File: src/rtl/pc_redirect_unit.sv
// PC owner for the MIPS datapath: arbitrates next-PC sources, issues the
// wrong-path flush, link writes, and misaligned register-jump exceptions.
module pc_redirect_unit #(
    parameter logic [31:0] RESET_PC   = 32'h0000_0000,
    parameter logic [31:0] EXC_VECTOR = 32'h0000_0080
) (
    input  logic        clk,
    input  logic        reset,
    input  logic        stall,
    input  logic        dec_valid,
    input  logic [31:0] dec_pc,
    input  logic        jr_control,
    input  logic        jalr_control,
    input  logic        jump,
    input  logic        link,
    input  logic [25:0] jump_index,
    input  logic        branch_taken,
    input  logic [15:0] branch_offset,
    input  logic [31:0] rs_data,
    output logic [31:0] pc,
    output logic        flush,
    output logic        link_we,
    output logic        link_sel_ra,
    output logic [31:0] link_addr,
    output logic        exc,
    output logic [31:0] epc
);

    typedef enum logic [1:0] {
        ST_RUN      = 2'd0,
        ST_REDIRECT = 2'd1,
        ST_EXC      = 2'd2
    } state_t;

    state_t      r_state;
    state_t      w_state_nxt;

    logic [31:0] r_pc;
    logic        r_flush;
    logic        r_link_we;
    logic        r_link_sel_ra;
    logic [31:0] r_link_addr;
    logic        r_exc;
    logic [31:0] r_epc;

    logic [31:0] w_pc_nxt;
    logic        w_flush_nxt;
    logic        w_link_we_nxt;
    logic        w_link_sel_ra_nxt;
    logic [31:0] w_link_addr_nxt;
    logic        w_exc_nxt;
    logic [31:0] w_epc_nxt;

    logic        w_accept;
    logic        w_reg_jump;
    logic        w_misalign;
    logic [31:0] w_pc_seq;
    logic [31:0] w_dec_pc4;
    logic [31:0] w_br_off;
    logic [31:0] w_br_tgt;
    logic [31:0] w_j_tgt;

    // Decode is only trusted in RUN; the instruction seen in the
    // post-redirect cycle is the wrong-path fetch being flushed.
    assign w_accept   = !stall && dec_valid && (r_state == ST_RUN);
    assign w_reg_jump = jr_control | jalr_control;
    assign w_misalign = w_reg_jump && (rs_data[1:0] != 2'b00);

    assign w_pc_seq  = r_pc + 32'd4;
    assign w_dec_pc4 = dec_pc + 32'd4;
    assign w_br_off  = {{14{branch_offset[15]}}, branch_offset, 2'b00};
    assign w_br_tgt  = w_dec_pc4 + w_br_off;
    assign w_j_tgt   = {w_dec_pc4[31:28], jump_index, 2'b00};

    always_comb begin
        w_state_nxt       = r_state;
        w_pc_nxt          = r_pc;
        w_flush_nxt       = 1'b0;
        w_link_we_nxt     = 1'b0;
        w_link_sel_ra_nxt = 1'b0;
        w_link_addr_nxt   = r_link_addr;
        w_exc_nxt         = 1'b0;
        w_epc_nxt         = r_epc;

        case (r_state)
            ST_RUN: begin
                if (!stall) begin
                    w_pc_nxt = w_pc_seq;
                end
                if (w_accept) begin
                    if (w_misalign) begin
                        w_pc_nxt    = EXC_VECTOR;
                        w_epc_nxt   = dec_pc;
                        w_flush_nxt = 1'b1;
                        w_exc_nxt   = 1'b1;
                        w_state_nxt = ST_EXC;
                    end else if (w_reg_jump) begin
                        w_pc_nxt    = rs_data;
                        w_flush_nxt = 1'b1;
                        w_state_nxt = ST_REDIRECT;
                        if (jalr_control) begin
                            w_link_we_nxt     = 1'b1;
                            w_link_sel_ra_nxt = 1'b0;
                            w_link_addr_nxt   = w_dec_pc4;
                        end
                    end else if (jump) begin
                        w_pc_nxt    = w_j_tgt;
                        w_flush_nxt = 1'b1;
                        w_state_nxt = ST_REDIRECT;
                        if (link) begin
                            w_link_we_nxt     = 1'b1;
                            w_link_sel_ra_nxt = 1'b1;
                            w_link_addr_nxt   = w_dec_pc4;
                        end
                    end else if (branch_taken) begin
                        w_pc_nxt    = w_br_tgt;
                        w_flush_nxt = 1'b1;
                        w_state_nxt = ST_REDIRECT;
                    end
                end
            end
            ST_REDIRECT, ST_EXC: begin
                // The flush cycle always retires, even under stall.
                w_state_nxt = ST_RUN;
                if (!stall) begin
                    w_pc_nxt = w_pc_seq;
                end
            end
            default: begin
                w_state_nxt = ST_RUN;
            end
        endcase
    end

    always_ff @(posedge clk) begin
        if (reset) begin
            r_state       <= ST_RUN;
            r_pc          <= RESET_PC;
            r_flush       <= 1'b0;
            r_link_we     <= 1'b0;
            r_link_sel_ra <= 1'b0;
            r_link_addr   <= 32'd0;
            r_exc         <= 1'b0;
            r_epc         <= 32'd0;
        end else begin
            r_state       <= w_state_nxt;
            r_pc          <= w_pc_nxt;
            r_flush       <= w_flush_nxt;
            r_link_we     <= w_link_we_nxt;
            r_link_sel_ra <= w_link_sel_ra_nxt;
            r_link_addr   <= w_link_addr_nxt;
            r_exc         <= w_exc_nxt;
            r_epc         <= w_epc_nxt;
        end
    end

    assign pc          = r_pc;
    assign flush       = r_flush;
    assign link_we     = r_link_we;
    assign link_sel_ra = r_link_sel_ra;
    assign link_addr   = r_link_addr;
    assign exc         = r_exc;
    assign epc         = r_epc;

endmodule
File: config.mk
export PLATFORM = sky130hd
export DESIGN_NAME = pc_redirect_unit
export DESIGN_NICKNAME = d
export VERILOG_FILES = /design/src/rtl/pc_redirect_unit.sv
export SDC_FILE = /design/constraint.sdc
export NUM_CORES = 1
export LEC_CHECK = 0
export ABC_AREA = 1
export CORE_MARGIN = 2
export CORE_UTILIZATION = 40
export CTS_BUF_LIST = sky130_fd_sc_hd__clkbuf_16
export CTS_CLUSTER_SIZE = 28
export DETAILED_ROUTE_END_ITERATION = 8
export GPL_TIMING_DRIVEN = 1
export PLACE_DENSITY = 0.7
export SLEW_MARGIN = 40
export SYNTH_ARGS = -nofsm -noshare
export SYNTH_HDL_FRONTEND = slang
export SYNTH_SLANG_ARGS = --single-unit
File: constraint.sdc
create_clock -name clk -period 2.7 [get_ports clk]
set_input_delay 0.54 -clock clk [delete_from_list [all_inputs] [get_ports clk]]
set_output_delay 0.54 -clock clk [all_outputs]
set_load 0.1 [all_outputs]
==> flow_summary.ini <==
[worst_hold_path]
worstHoldStart = dec_pc[2]
min_path_type = input port to flip-flop
whs_endpoint = link_addr[2]
min_path_cells = 2

[pwr]
clock_power_share_pct = 24.2
power.share.sequential_pct = 28.7
cellLeakagePower_nw = 6.42
switching_part_of_the_total_power_pct = 43.3
cellInternalPower_w = 0.00337
power_density_mw_per_mm2 = 421
power_switching_w = 0.00257
combinationalPowerShare_pct = 47.1
vdd.ir_drop.worst_mv = 0.419

[grt]
antenna_found_initial = 0
grt_first_pass_wirelength_um = 53900
track_usage_pct = 31.3
grt_start_max_net_pins = 56
grt_pass1_vias = 10300
grt.overflow.total = 0

[route]
detail_route.vias_per_cell = 5.23
dr.first_iter.drc_count = 710
wl_um = 35900
average_routed_wire_per_standard_cell_um = 17.5
antenna_violating_nets_left = 0
detail_route.first_pass.iterations = 5
vias = 10700
remaining_drc_errors = 0

[critical_path]
regToRegSetupSlack_ns = 0.58
timing.setup.critical_path_class = input port to flip-flop
r2r_start = r_state[0]
nature_of_the_critical_path_endpoint = flip-flop
worstReg2RegEnd = pc[9]
start_kind = input port
cp_data_arrival_time_ns = 3.23
critPathMaxFanout = 4
timing.critical_path.required_ns = 3.00
worst_r2r_path_depth = 10

[layout]
n_antenna_cell = 0
fill_cells = 1537
finalInstanceArea_mm2 = 0.0141
layout.core_utilization_pct = 72.0
finalNetCount = 1935
multi_input_area_mm2 = 0.00675
layout-area-overhead-vs-synth_pct = 75.7
fraction_of_layout_instances_using_a_drive_strength_above_1_pct = 40.4
ff_latch_area_mm2 = 0.00204
mostFrequentLayoutCells = buf_4, nand2_1, nor2_1
most_common_cell_after_layout_fill_and_taps_aside = buf_4

[cts]
holdBufCountCts = 0
ctsLongestPathBuffers = 2
clock_pin_slew_of_the_registers_on_the_worst_case_setup_and_hold_paths_ns = 0.07
worst_skew_pair.late_latency_ns = 0.37
cts_tree = yes
cts_buffers = 9
tritoncts_num_sinks = 102
cts-root-buf = clkbuf_16
cts_max_level = 3

[synth]
synth.top_cells.by_area = dfxtp_1, nand2_1, nor2_1
post_synth.cell_area_avg_um2 = 6.09
syn-instance-count = 1318
synth.largest_area_cell = dfxtp_1
synth.yosys.seq_area_share_pct = 25.4
number_of_flip_flops_and_latches_in_the_synthesized_netlist = 102
edff_count_synth = 0
synth_largest_type_area_fraction_pct = 25.4
synthesis.nets = 1475
mappedNetlistArea_mm2 = 0.00803
synth-async-reset-ratio_pct = 0
yosysUniqueCellTypes = 47
most_used_dff_post_synth = dfxtp_1
synth-warning-count = 0

[placed_design]
gpl.final_weighted_congestion = 0.974
post_dp_cell_area_mm2 = 0.0119
detailed_place_hpwl_um = 25800
count_of_buffers_from_port_buffering = 214
dp_worst_setup_slack_ns = -1.12

[sta]
grt_setup_unrepaired = true
max_slew_margin_pct = 64.2
maximum_clock_frequency_mhz = 341
hold_violations = 0
final_max_slew_viol_count = 0
fin_crit_ns = 2.93
fin_crit_sh_pct = 109
final.setup_skew_ns = 0.0113
setup_violations = 13
final_critical_path_setup_slack_ns = -0.233
worstMarginPinSlew_ns = 0.538

[die]
io-pin-count = 215
die_w_um = 146
placeableCoreArea_mm2 = 0.0196
dieHeight_um = 146
die_area_mm2 = 0.0212
placementRows = 51
starting_density_of_the_core_pct = 41.0

[run]
max_cap_viol_count = 0

[outcome]
run_status = finished with violations
violations = setup timing
==> final cells by class <==
type | count | area share, %
Tap cell | 265 | 2.35
Inverter | 156 | 4.28
Multi-Input combinational cell | 1020 | 47.8
Timing Repair Buffer | 489 | 28.9
Clock inverter | 7 | 0.576
Clock buffer | 9 | 1.60
Sequential cell | 102 | 14.5
==> Yosys cell counts (all sizes together), types with 2 or more instances <==
master  count
xnor2      12
a21oi     134
nand4      21
dfxtp     102
buf        13
o21ai     133
o21bai      5
o21a        3
o32ai       2
nand2     292
clkbuf     27
xor2       22
nor2      201
a21o        3
ha         41
inv       155
o211ai      4
and2        2
nor4        5
a211oi      5
nand3b      4
o221ai      2
nand3      86
nor3       34
or2         3
==> per-layer routing <==
metal,vias to the layer above,share of wire (%),global-route usage (%)
li1,5255,-,-
met1,4940,43,40.3
met2,442,46,53.0
met3,82,6.9,5.49
met4,0,3.7,10.5
met5,-,0,0
==> worst max path at each step <==
stage,start,endpoint,slack [ns]
global route,dec_pc[14],pc[31],-0.37
detailed placement,dec_pc[3],pc[30],-1.12
global placement,dec_pc[3],pc[19],-1.07
CTS,dec_pc[3],pc[30],-0.09
finish,dec_pc[14],pc[31],-0.23
floorplan,dec_pc[4],pc[27],-0.05
==> cell families after synthesis <==
| group | synth area share [%] |
|---|---|
| simple gates | 35.3 |
| compound gates | 19.5 |
| buf+inv | 9.42 |
| flops | 25.4 |
| fa+ha+maj | 6.64 |
| xor+xnor | 3.71 |
==> critical path, stage by stage <==
cell	delay (ns)
buf_4	0.11
inv_4	0.05
buf_12	0.13
nor3_4	0.31
nand3_2	0.17
inv_2	0.08
nand4_1	0.10
xor2_1	0.24
inv_1	0.12
ha_4	0.36
nand2_8	0.09
nor2_4	0.14
nand2_2	0.09
nor3_2	0.19
nand2_1	0.11
nand3_2	0.08
nand2_2	0.06
nand3_2	0.09
nand2_2	0.05
a21oi_2	0.12
==> power groups by stage <==
stage	Combinational [W]	Sequential (W)	Clock [W]
after floorplan	0.000749	0.00239	0
after detailed placement	0.00234	0.00173	0
after global placement	0.00233	0.00173	0
final	0.00280	0.00170	0.00144
after global routing	0.00296	0.00172	0.00150
after CTS	0.00254	0.00170	0.00144
==> flip-flops by register name (all words and copies together) (netlist names) <==
register / flops
exc: 1
pc: 32
link_we: 1
link_addr: 32
r_state: 2
flush: 1
link_sel_ra: 1
epc: 32
==> per-stage QoR <==
| stage | instances | hold slack, ns | total power [W] | TNS (ns) |
|---|---|---|---|---|
| 2_1_floorplan | 1318 | 0.462 | 0.00314 | -0.0500 |
| 3_3_place_gp | 1978 | 0.456 | 0.00406 | -21.78 |
| 3_5_place_dp | 1978 | 0.462 | 0.00407 | -23.41 |
| 4_1_cts | 2035 | 0.358 | 0.00568 | -0.297 |
| 5_1_grt | 2048 | 0.380 | 0.00617 | -3.95 |
| 6_report | 2048 | 0.373 | 0.00594 | -1.43 |
==> timing repair <==
action / CTS / global route
resized for setup: 255 / 199
pin swaps: 97 / 95
endpoints found under the setup margin: 25 / 25
hold endpoints to repair: 0 / 0
buffers inserted: 41 / 15
(Power assumes the default switching activity.)
